### config.mk
export PLATFORM = sky130hd
export DESIGN_NAME = uart_cmd_assembler
export DESIGN_NICKNAME = d
export VERILOG_FILES = /design/src/rtl/la_pkg.sv /design/src/rtl/uart_cmd_assembler.sv
export SDC_FILE = /design/constraint.sdc
export NUM_CORES = 1
export LEC_CHECK = 0
export CAP_MARGIN = 5
export CORE_UTILIZATION = 30
export CTS_CLUSTER_DIAMETER = 40
export DETAILED_ROUTE_END_ITERATION = 16
export GPL_TIMING_DRIVEN = 1
export SLEW_MARGIN = 5
export SYNTH_ARGS = -nofsm -noshare
export SYNTH_HDL_FRONTEND = slang
export SYNTH_SLANG_ARGS = --single-unit
### constraint.sdc
create_clock -name clk -period 4 [get_ports clk]
set_input_delay 0.8 -clock clk [delete_from_list [all_inputs] [get_ports clk]]
set_output_delay 0.8 -clock clk [all_outputs]
set_load 0.01 [all_outputs]
### src/rtl/la_pkg.sv
// Shared definitions for the UART command assembler.
//   - Receive FSM states (IDLE, WAIT_LOW) and transmit FSM states (TX_IDLE, TX_BUSY).
//   - Bit positions of the command opcode field and its encodings.
//   - cmd_opcode(): extracts the opcode field from an assembled 16-bit command.
package la_pkg;

  typedef enum logic {
    IDLE     = 1'b0,
    WAIT_LOW = 1'b1
  } rx_state_e;

  typedef enum logic {
    TX_IDLE = 1'b0,
    TX_BUSY = 1'b1
  } tx_state_e;

  // Opcode occupies the two MSBs of the assembled command.
  localparam int unsigned OPC_MSB = 15;
  localparam int unsigned OPC_LSB = 14;

  typedef enum logic [1:0] {
    OP_READ  = 2'b00,
    OP_WRITE = 2'b01,
    OP_DUMP  = 2'b10
  } opcode_e;

  // Plain 2-bit return so the unassigned encoding 2'b11 passes through unchanged.
  function automatic logic [1:0] cmd_opcode(input logic [15:0] c);
    return c[OPC_MSB:OPC_LSB];
  endfunction

endpackage

### src/rtl/uart_cmd_assembler.sv
// uart_cmd_assembler
//   Assembles two received UART bytes (high, then low) into a 16-bit command,
//   and independently sends single response bytes to a UART transmitter.
//
// Parameters
//   TIMEOUT     : max clk cycles allowed between the high and low command bytes.
// Ports
//   clk         : system clock, rising edge.
//   rst_n       : asynchronous active-low reset.
//   rx_rdy      : receiver has a byte available.
//   rx_data     : received byte.
//   clr_rx_rdy  : one-cycle acknowledge that consumes rx_data.
//   cmd         : assembled command {high byte, low byte}.
//   cmd_rdy     : complete command valid; cleared by clr_cmd_rdy or the next high byte.
//   clr_cmd_rdy : consumer acknowledge of cmd.
//   send_resp   : request to transmit resp (ignored while a transmission is active).
//   resp        : response byte.
//   trmt        : one-cycle start strobe to the transmitter.
//   tx_data     : byte being transmitted, stable while busy.
//   tx_done     : transmitter finished.
//   resp_sent   : one-cycle pulse when the transmission completes.
//   frame_err   : one-cycle pulse when the low byte does not arrive in time.
module uart_cmd_assembler
  import la_pkg::*;
#(
  parameter logic [15:0] TIMEOUT = 16'hFFFF
) (
  input  logic        clk,
  input  logic        rst_n,
  input  logic        rx_rdy,
  input  logic [7:0]  rx_data,
  output logic        clr_rx_rdy,
  output logic [15:0] cmd,
  output logic        cmd_rdy,
  input  logic        clr_cmd_rdy,
  input  logic        send_resp,
  input  logic [7:0]  resp,
  output logic        trmt,
  output logic [7:0]  tx_data,
  input  logic        tx_done,
  output logic        resp_sent,
  output logic        frame_err
);

  rx_state_e   rx_state_q, rx_state_d;
  tx_state_e   tx_state_q, tx_state_d;
  logic [15:0] cmd_q, cmd_d;
  logic [15:0] cnt_q, cnt_d;
  logic        cmd_rdy_q, cmd_rdy_d;
  logic        clr_rx_rdy_q, clr_rx_rdy_d;
  logic        frame_err_q, frame_err_d;
  logic [7:0]  tx_data_q, tx_data_d;
  logic        trmt_q, trmt_d;
  logic        resp_sent_q, resp_sent_d;
  logic        rx_accept;

  // clr_rx_rdy is registered, so the receiver's flag is still high in the
  // cycle our acknowledge is out; ignore it then to avoid taking a byte twice.
  assign rx_accept = rx_rdy & ~clr_rx_rdy_q;

  // Receive FSM: next state and registered strobes.
  always_comb begin
    rx_state_d   = rx_state_q;
    cmd_d        = cmd_q;
    cnt_d        = cnt_q;
    cmd_rdy_d    = cmd_rdy_q & ~clr_cmd_rdy;
    clr_rx_rdy_d = 1'b0;
    frame_err_d  = 1'b0;
    case (rx_state_q)
      IDLE: begin
        if (rx_accept) begin
          cmd_d[15:8]  = rx_data;
          clr_rx_rdy_d = 1'b1;
          cmd_rdy_d    = 1'b0;
          cnt_d        = 16'd0;
          rx_state_d   = WAIT_LOW;
        end
      end
      WAIT_LOW: begin
        // A byte arriving on the timeout cycle takes priority over the error.
        if (rx_accept) begin
          cmd_d[7:0]   = rx_data;
          clr_rx_rdy_d = 1'b1;
          cmd_rdy_d    = 1'b1;        // set wins over a coincident clr_cmd_rdy
          rx_state_d   = IDLE;
        end else if (cnt_q == TIMEOUT - 16'd1) begin
          // Counter would reach TIMEOUT this cycle: abandon the partial command.
          frame_err_d  = 1'b1;
          rx_state_d   = IDLE;
        end else begin
          cnt_d        = cnt_q + 16'd1;
        end
      end
      default: rx_state_d = IDLE;
    endcase
  end

  // Transmit FSM: fully independent of the receive side.
  always_comb begin
    tx_state_d  = tx_state_q;
    tx_data_d   = tx_data_q;
    trmt_d      = 1'b0;
    resp_sent_d = 1'b0;
    case (tx_state_q)
      TX_IDLE: begin
        if (send_resp) begin
          tx_data_d  = resp;
          trmt_d     = 1'b1;
          tx_state_d = TX_BUSY;
        end
      end
      TX_BUSY: begin
        if (tx_done) begin
          resp_sent_d = 1'b1;
          tx_state_d  = TX_IDLE;
        end
      end
      default: tx_state_d = TX_IDLE;
    endcase
  end

  always_ff @(posedge clk or negedge rst_n) begin
    if (!rst_n) begin
      rx_state_q   <= IDLE;
      tx_state_q   <= TX_IDLE;
      cmd_q        <= 16'h0000;
      cnt_q        <= 16'd0;
      cmd_rdy_q    <= 1'b0;
      clr_rx_rdy_q <= 1'b0;
      frame_err_q  <= 1'b0;
      tx_data_q    <= 8'h00;
      trmt_q       <= 1'b0;
      resp_sent_q  <= 1'b0;
    end else begin
      rx_state_q   <= rx_state_d;
      tx_state_q   <= tx_state_d;
      cmd_q        <= cmd_d;
      cnt_q        <= cnt_d;
      cmd_rdy_q    <= cmd_rdy_d;
      clr_rx_rdy_q <= clr_rx_rdy_d;
      frame_err_q  <= frame_err_d;
      tx_data_q    <= tx_data_d;
      trmt_q       <= trmt_d;
      resp_sent_q  <= resp_sent_d;
    end
  end

  assign cmd        = cmd_q;
  assign cmd_rdy    = cmd_rdy_q;
  assign clr_rx_rdy = clr_rx_rdy_q;
  assign frame_err  = frame_err_q;
  assign tx_data    = tx_data_q;
  assign trmt       = trmt_q;
  assign resp_sent  = resp_sent_q;

endmodule

Yosys cells after proc, flatten, opt, wreduce, memory -nomap -nowiden:

Cells that the tools add are included.

* bits in registers: 47
* input port bits: 22
* logic and storage cells: 46
* output and inout port bits: 29

* reductions and logical operators: 4
* bitwise gates (word level): 6
* mux-type cells: 20
* equal/unequal tests: 4
* add/subtract/negate cells: 1

Operator list (count)
* 2-to-1 mux 16 bit: 3
* one-hot mux 16 bit (2 select lines): 1
* adder 16 x 1 -> 16 bit, second input constant: 1
* == test 16 bit, second input constant: 1
* 2-to-1 mux 1 bit: 13
* != test 2 bit, second input constant: 3
* one-hot mux 1 bit (2 select lines): 3
* AND reduction 2 bit: 3
* NOT 1 bit: 4
* AND reduction 3 bit: 1
* bitwise AND 1 bit: 2

Longest topological paths before layout:

Gate-level depths: netlist of the first run.

* word-level depth: 4
* mapped depth: 8
* depth with buffers taken out: 7

Worst setup path after synthesis of the first run:

Ideal clock, no wire load.

* path type: input to register
* start point: in rx_rdy
* end point: reg cnt_q[10]
* arrival time: 1.848 ns
* data required time: 3.871 ns
* setup time: 0.129 ns
* buffers on the path: 2
* slack: 2.023 ns
* stages: 7
* cell sequence: nand2b_1 -> buf_2 -> nor2_2 -> o21ba_2 -> buf_4 -> o21ai_0 -> o41ai_1

* longest elaborated chain between the ends: 3
* elaborated cells on any way between the ends: 4
* classes of those cells: 2 x eq/ne; 1 x bitwise; 1 x reduce/logical

Ends and longest elaborated chain
* start, declared: line uart_cmd_assembler.sv:30 `input logic rx_rdy,`
* bitwise AND 1 bit *: line uart_cmd_assembler.sv:59 `assign rx_accept = rx_rdy & ~clr_rx_rdy_q;`
* != test 2 bit (no source line)
* AND reduction 3 bit (no source line) *
* end signal, assigned: line uart_cmd_assembler.sv:138 `cnt_q <= cnt_d;`
* end, declared: line uart_cmd_assembler.sv:48 `logic [15:0] cnt_q, cnt_d;`

Mark *: on every way between the ends. The rest lies on a longest branch, timed or not.
A chain may end at the register's enable or synchronous reset.

Worst setup path after layout of the first run:

* start point: in rx_rdy
* end point: reg cnt_q[8]

The elaborated chain is that of the path after synthesis.

==> results of run 1 <==
==> per-layer routing <==
metal | track usage, % | part of all wire (%)
met5 | 0 | 0
met4 | 4.01 | 0.83
met3 | 3.60 | 5.1
met2 | 20.6 | 48
met1 | 17.1 | 46
==> layout make-up <==
class,instances,area share (%)
clock buffer,6,3.00
clock inverter,2,1.41
sequential,47,42.7
timing repair buffer,50,18.0
tap,77,3.50
inverter,8,1.09
multi-input combinational,118,30.4
==> final timing paths <==
path                       startpoint        end  depth (start not counted)
max in group asynchronous       rst_n     cmd[1]                          1
min in group asynchronous       rst_n       trmt                          1
setup reg to reg             cnt_q[0]   cnt_q[8]                          7
hold / removal              cnt_q[12]  cnt_q[12]                          1
hold reg to reg             cnt_q[12]  cnt_q[12]                          1
setup / recovery               rx_rdy   cnt_q[8]                          6
==> power by group through the flow <==
stage	logic (µW)	registers, µW	clock network [µW]
finish	416	653	369
global route	456	672	402
CTS	424	655	384
detailed placement	422	663	0
global placement	418	660	0
floorplan	158	689	0
==> metrics by stage <==
stage	worst slack, ps	util, %	instances
floorplan	2020	-	179
global placement	1320	40.6	300
detailed placement	1300	40.6	300
CTS	1630	42.4	308
global route	1380	42.4	308
finish	1610	42.4	308
==> logic make-up (layout without fill, tap and decap cells) <==
logic type,Yosys count,count (layout),synth area share [%]
adders and majority gates,2,2,1.21
AOI/OAI and AO/OA,32,32,9.17
and+or+nand+nor,60,60,17.0
buffers and inverters,14,66,2.90
muxes,24,24,13.0
DFF,47,47,56.7
==> placed cells by master, fill, tap and decap left out, drive strengths merged, types with 4 or more instances in the layout <==
cell type	n
nor2	10
or3	4
clkdlybuf4s50	49
dfrtp	47
o21ai	10
inv	9
mux2	24
nand3	11
clkbuf	6
nand4	7
a21oi	11
nand2	12
==> results.py, run 1 <==
metrics = {
    "outcome": {
        "status": "completed",
    },
    "synth": {
        "netlist_top_cells_count": "dfrtp_1 (47), mux2_2 (24), nand2_1 (12)",
        "yosysUniqueCellTypes": 37,
        "yosysTopAreaCell": "dfrtp_1",
        "synth_cells": 179,
        "post_synth.cell_area_avg_um2": 11.6,
        "synth_area_leaders": "dfrtp_1 (57%), mux2_2 (13%), a21oi_1 (2.7%)",
        "syn_nets": 203,
        "netlist_area_um2": 2070,
        "yosys_warnings": 0,
        "synth_edf_count": 0,
        "yosysTopAreaCellShare_pct": 56.7,
        "async_reset_ff_share_pct": 100,
        "synth-seq-cells": 47,
        "synth_most_common_cell": "dfrtp_1",
        "ys_seq_area_share_pct": 56.7,
        "ys.flop_type": "dfrtp_1",
    },
    "place": {
        "io_buffers": 50,
        "place_hpwl_um": 2960,
        "gp_routability_congestion": 0.811,
        "dpl_cell_area_um2": 2640,
    },
    "clock_network": {
        "clockRootBuffer": "clkbuf_8",
        "htreeDepth": 2,
        "cts_resized": 0,
        "cts_made_buffers": 5,
        "cts_num_sinks": 47,
        "cts_tree": "built",
        "postCtsHoldBufs": 0,
        "worstSkewPairLatency_ps": 300,
        "cts_setup_buffers": 0,
        "clk_pin_slew_worst_paths_ps": 80,
        "cts_buffer_depth": 2,
    },
    "setup_path": {
        "startpoint_type": "primary input",
        "crit_path_top_delay_cell": "nor2_1",
        "worstPathRequired_ps": 4220,
        "critPathMaxFanout": 12,
        "crit_buf_inv": 1,
        "crit_path_end_kind": "flip-flop",
        "cp_top_family": "simple AND/OR/NAND/NOR gates",
        "crit_type": "in -> reg",
        "crit_chain": "clkdlybuf4s50_1, nand2b_1, nand2_1, nor2_1, a41oi_1, a31oi_1",
        "r2r_slack_ps": 1940,
        "max_stage_delay_ps": 630,
        "crit_arrival_ps": 2610,
    },
    "sta": {
        "fin_hold_ws_ps": 495,
        "finalHoldViolations": 0,
        "period_needed_ps": 2390,
        "max_slew_margin_pct": 31.1,
        "setup_viol": 0,
        "final_max_slew_viol_count": 0,
        "grt_setup_unrepaired": "false",
        "fin_skew_ps": 7.74,
        "fin_setup_tns_ps": 0,
        "fin_crit_sh_pct": 59.8,
        "fmax_ghz": 0.418,
        "tightest_slew_ps": 1030,
    },
    "floorplanning": {
        "dieArea_um2": 7250,
        "die_h_um": 85.1,
        "core_area_um2": 6490,
        "rows": 29,
        "ios": 51,
        "start_util_pct": 31.9,
        "die_w_um": 85.1,
    },
    "power": {
        "p_leak_uw": 0.00114,
        "peakVddDrop_uv": 297,
        "p_int_uw": 1030,
        "power_density_nw_per_um2": 522,
        "power_frac_comb_pct": 28.9,
        "finalPower_uw": 1440,
        "power_frac_seq_pct": 45.4,
        "pwr-share-clk_pct": 25.7,
        "swShare_pct": 28.2,
        "power_switching_uw": 406,
    },
    "finish": {
        "areaGrowthSynthToFinish_pct": 33.0,
        "regArea_um2": 1180,
        "multiInputGateArea_um2": 837,
        "drive_gt1_share_pct": 16.9,
        "fin_nets": 254,
        "nFillCells": 620,
        "fin_area_um2": 2760,
        "n_antenna_cell": 0,
    },
    "global_route": {
        "grt-ovfl-total": 0,
        "grt_usage_pct": 12.9,
        "grt_max_degree": 48,
        "grt_pass1_wl_um": 7450,
        "antenna_found_initial": 0,
        "grt_pass1_vias": 1577,
    },
    "min_path": {
        "hold_class": "reg -> reg",
    },
    "drt": {
        "drtAntennaViolNets": 0,
        "detail_route.wl_per_cell_um": 14.1,
        "drt_iter0_markers": 70,
        "vias": 1552,
        "wirelength_um": 4330,
        "dr.pass1.iters": 4,
        "via_per_inst": 5.04,
        "drc": 0,
    },
    "flow_run": {
        "maxCapViolations": 0,
    },
}
Power figures use the tool's default switching activity.
==> run 2: changes to the inputs <==
==> constraint.sdc (replaced) <==
create_clock -name clk -period 2.4 [get_ports clk]
set_input_delay 0.48 -clock clk [delete_from_list [all_inputs] [get_ports clk]]
set_output_delay 0.48 -clock clk [all_outputs]
set_load 0.01 [all_outputs]
==> run 2 against run 1 <==
Compared with the run above:
- core utilization is 0.31 points higher
- clock skew is 4.1 ps higher
- setup slack worse by 1200 ps
- register-to-register slack worse by 1500 ps
- final area is 0.73% higher
- clock power is 27% higher
- die area stayed put
- routed wire length is 3.4% lower
- sequential power is 67% higher
==> results.py, run 2 (synthesized netlist as in run 1, its figures left out) <==
metrics = {
    "finish": {
        "layout_common_cells": "clkdlybuf4s50_1 (49), dfrtp_1 (47), mux2_2 (24)",
        "multiInputGateArea_um2": 837,
        "fin_nets": 261,
        "fin_util_pct": 42.7,
        "final_common_cell": "clkdlybuf4s50_1",
        "n_antenna_cell": 0,
        "nFillCells": 626,
        "drive_gt1_share_pct": 19.3,
        "areaGrowthSynthToFinish_pct": 33.9,
        "regArea_um2": 1180,
    },
    "power": {
        "power_switching_uw": 675,
        "pwr-share-clk_pct": 20.7,
        "power_density_nw_per_um2": 817,
        "p_int_uw": 1590,
        "power_frac_seq_pct": 48.2,
        "finalPower_uw": 2270,
        "peakVddDrop_uv": 413,
        "swShare_pct": 29.8,
        "p_leak_uw": 0.00115,
        "power_frac_comb_pct": 31.0,
    },
    "sta": {
        "setup_viol": 0,
        "final_max_slew_viol_count": 0,
        "tightest_slew_ps": 438,
        "grt_setup_unrepaired": "false",
        "fmax_ghz": 0.507,
        "period_needed_ps": 1970,
        "fin_skew_ps": 11.8,
        "fin_setup_tns_ps": 0,
        "fin_crit_sh_pct": 82.2,
        "max_slew_margin_pct": 70.7,
        "finalHoldViolations": 0,
    },
    "drt": {
        "via_per_inst": 4.96,
        "dr.pass1.iters": 4,
        "drc": 0,
        "drt_iter0_markers": 95,
        "drtAntennaViolNets": 0,
        "vias": 1561,
        "detail_route.wl_per_cell_um": 13.3,
        "wirelength_um": 4190,
    },
    "setup_path": {
        "crit_type": "reg -> reg",
        "r2r_end": "cnt_q[11]",
        "worstRegToRegCells": 7,
        "startpoint_type": "flip-flop",
        "rr_startpoint": "cnt_q[0]",
        "critPathMaxFanout": 10,
        "r2r_slack_ps": 430,
        "crit_path_end_kind": "flip-flop",
        "crit_arrival_ps": 2210,
        "worstPathRequired_ps": 2640,
    },
    "floorplanning": {
        "start_util_pct": 31.9,
        "ios": 51,
        "die_w_um": 85.1,
        "dieArea_um2": 7250,
        "core_area_um2": 6490,
        "die_h_um": 85.1,
        "rows": 29,
    },
    "clock_network": {
        "clockRootBuffer": "clkbuf_8",
        "htreeDepth": 2,
        "cts_tree": "built",
        "postCtsHoldBufs": 0,
        "cts_made_buffers": 5,
        "cts_buffer_depth": 2,
        "clk_pin_slew_worst_paths_ps": 90,
        "cts_resized": 0,
        "cts_setup_buffers": 0,
        "worstSkewPairLatency_ps": 300,
        "cts_num_sinks": 47,
    },
    "min_path": {
        "hold_class": "in -> async",
    },
    "global_route": {
        "grt_max_degree": 19,
        "grt_pass1_wl_um": 7450,
        "grt_pass1_vias": 1530,
        "antenna_found_initial": 0,
        "grt_usage_pct": 13.0,
        "grt-ovfl-total": 0,
    },
    "place": {
        "io_buffers": 50,
        "place_hpwl_um": 3060,
        "gp_routability_congestion": 0.801,
    },
    "flow_run": {
        "maxCapViolations": 0,
    },
    "outcome": {
        "status": "completed",
    },
}
## run 2: worst max path at each step
stage / start / endpoint / slack, ps / depth (start not counted)
finish: cnt_q[0] / cnt_q[11] / 430 / 7
global route: cnt_q[0] / cnt_q[2] / 240 / 7
CTS: cnt_q[0] / cnt_q[11] / 430 / 7
detailed placement: rx_rdy / cmd[5] / 240 / 5
global placement: rx_rdy / cmd[4] / 250 / 5
floorplan: cnt_q[0] / cnt_q[11] / 660 / 7
## run 2: final cells by class
class | instances | area share (%)
Sequential cell | 47 | 42.4
Clock inverter | 3 | 0.721
Multi-Input combinational cell | 118 | 30.1
Tap cell | 77 | 3.47
Clock buffer | 5 | 2.48
Inverter | 8 | 1.08
Timing Repair Buffer | 57 | 19.7
## run 2: per-layer routing
| metal | GRT usage, % | wire length, µm | vias to the layer above |
|---|---|---|---|
| li1 | - | - | 759 |
| met1 | 18.2 | 2050 | 756 |
| met2 | 19.7 | 1880 | 40 |
| met3 | 3.11 | 207 | 6 |
| met4 | 4.62 | 43 | 0 |
| met5 | 0 | 0 | - |
## run 2: power groups by stage
stage / logic (µW) / clock network [µW] / registers, µW
finish: 704 / 470 / 1090
global route: 768 / 525 / 1120
CTS: 717 / 495 / 1090
detailed placement: 711 / 0 / 1110
global placement: 708 / 0 / 1110
floorplan: 264 / 0 / 1150
## run 2: critical path: stages, from the launching register on
cell and delay, ps:
dfrtp_1 460, inv_1 70, ha_1 200, nand4_1 170, or4_4 180, nand3_2 190
or4_1 550, nand3_1 90
## run 2: metrics by stage
stage          worst slack (ps)  instances  hold WS [ps]  area (µm²)
6_report                    428        315          64.9        2780
5_1_grt                     239        315          83.3        2780
4_1_cts                     426        315          76.1        2780
3_5_place_dp                238        307           413        2690
3_3_place_gp                253        307           408        2690
2_1_floorplan               661        179           184        2070
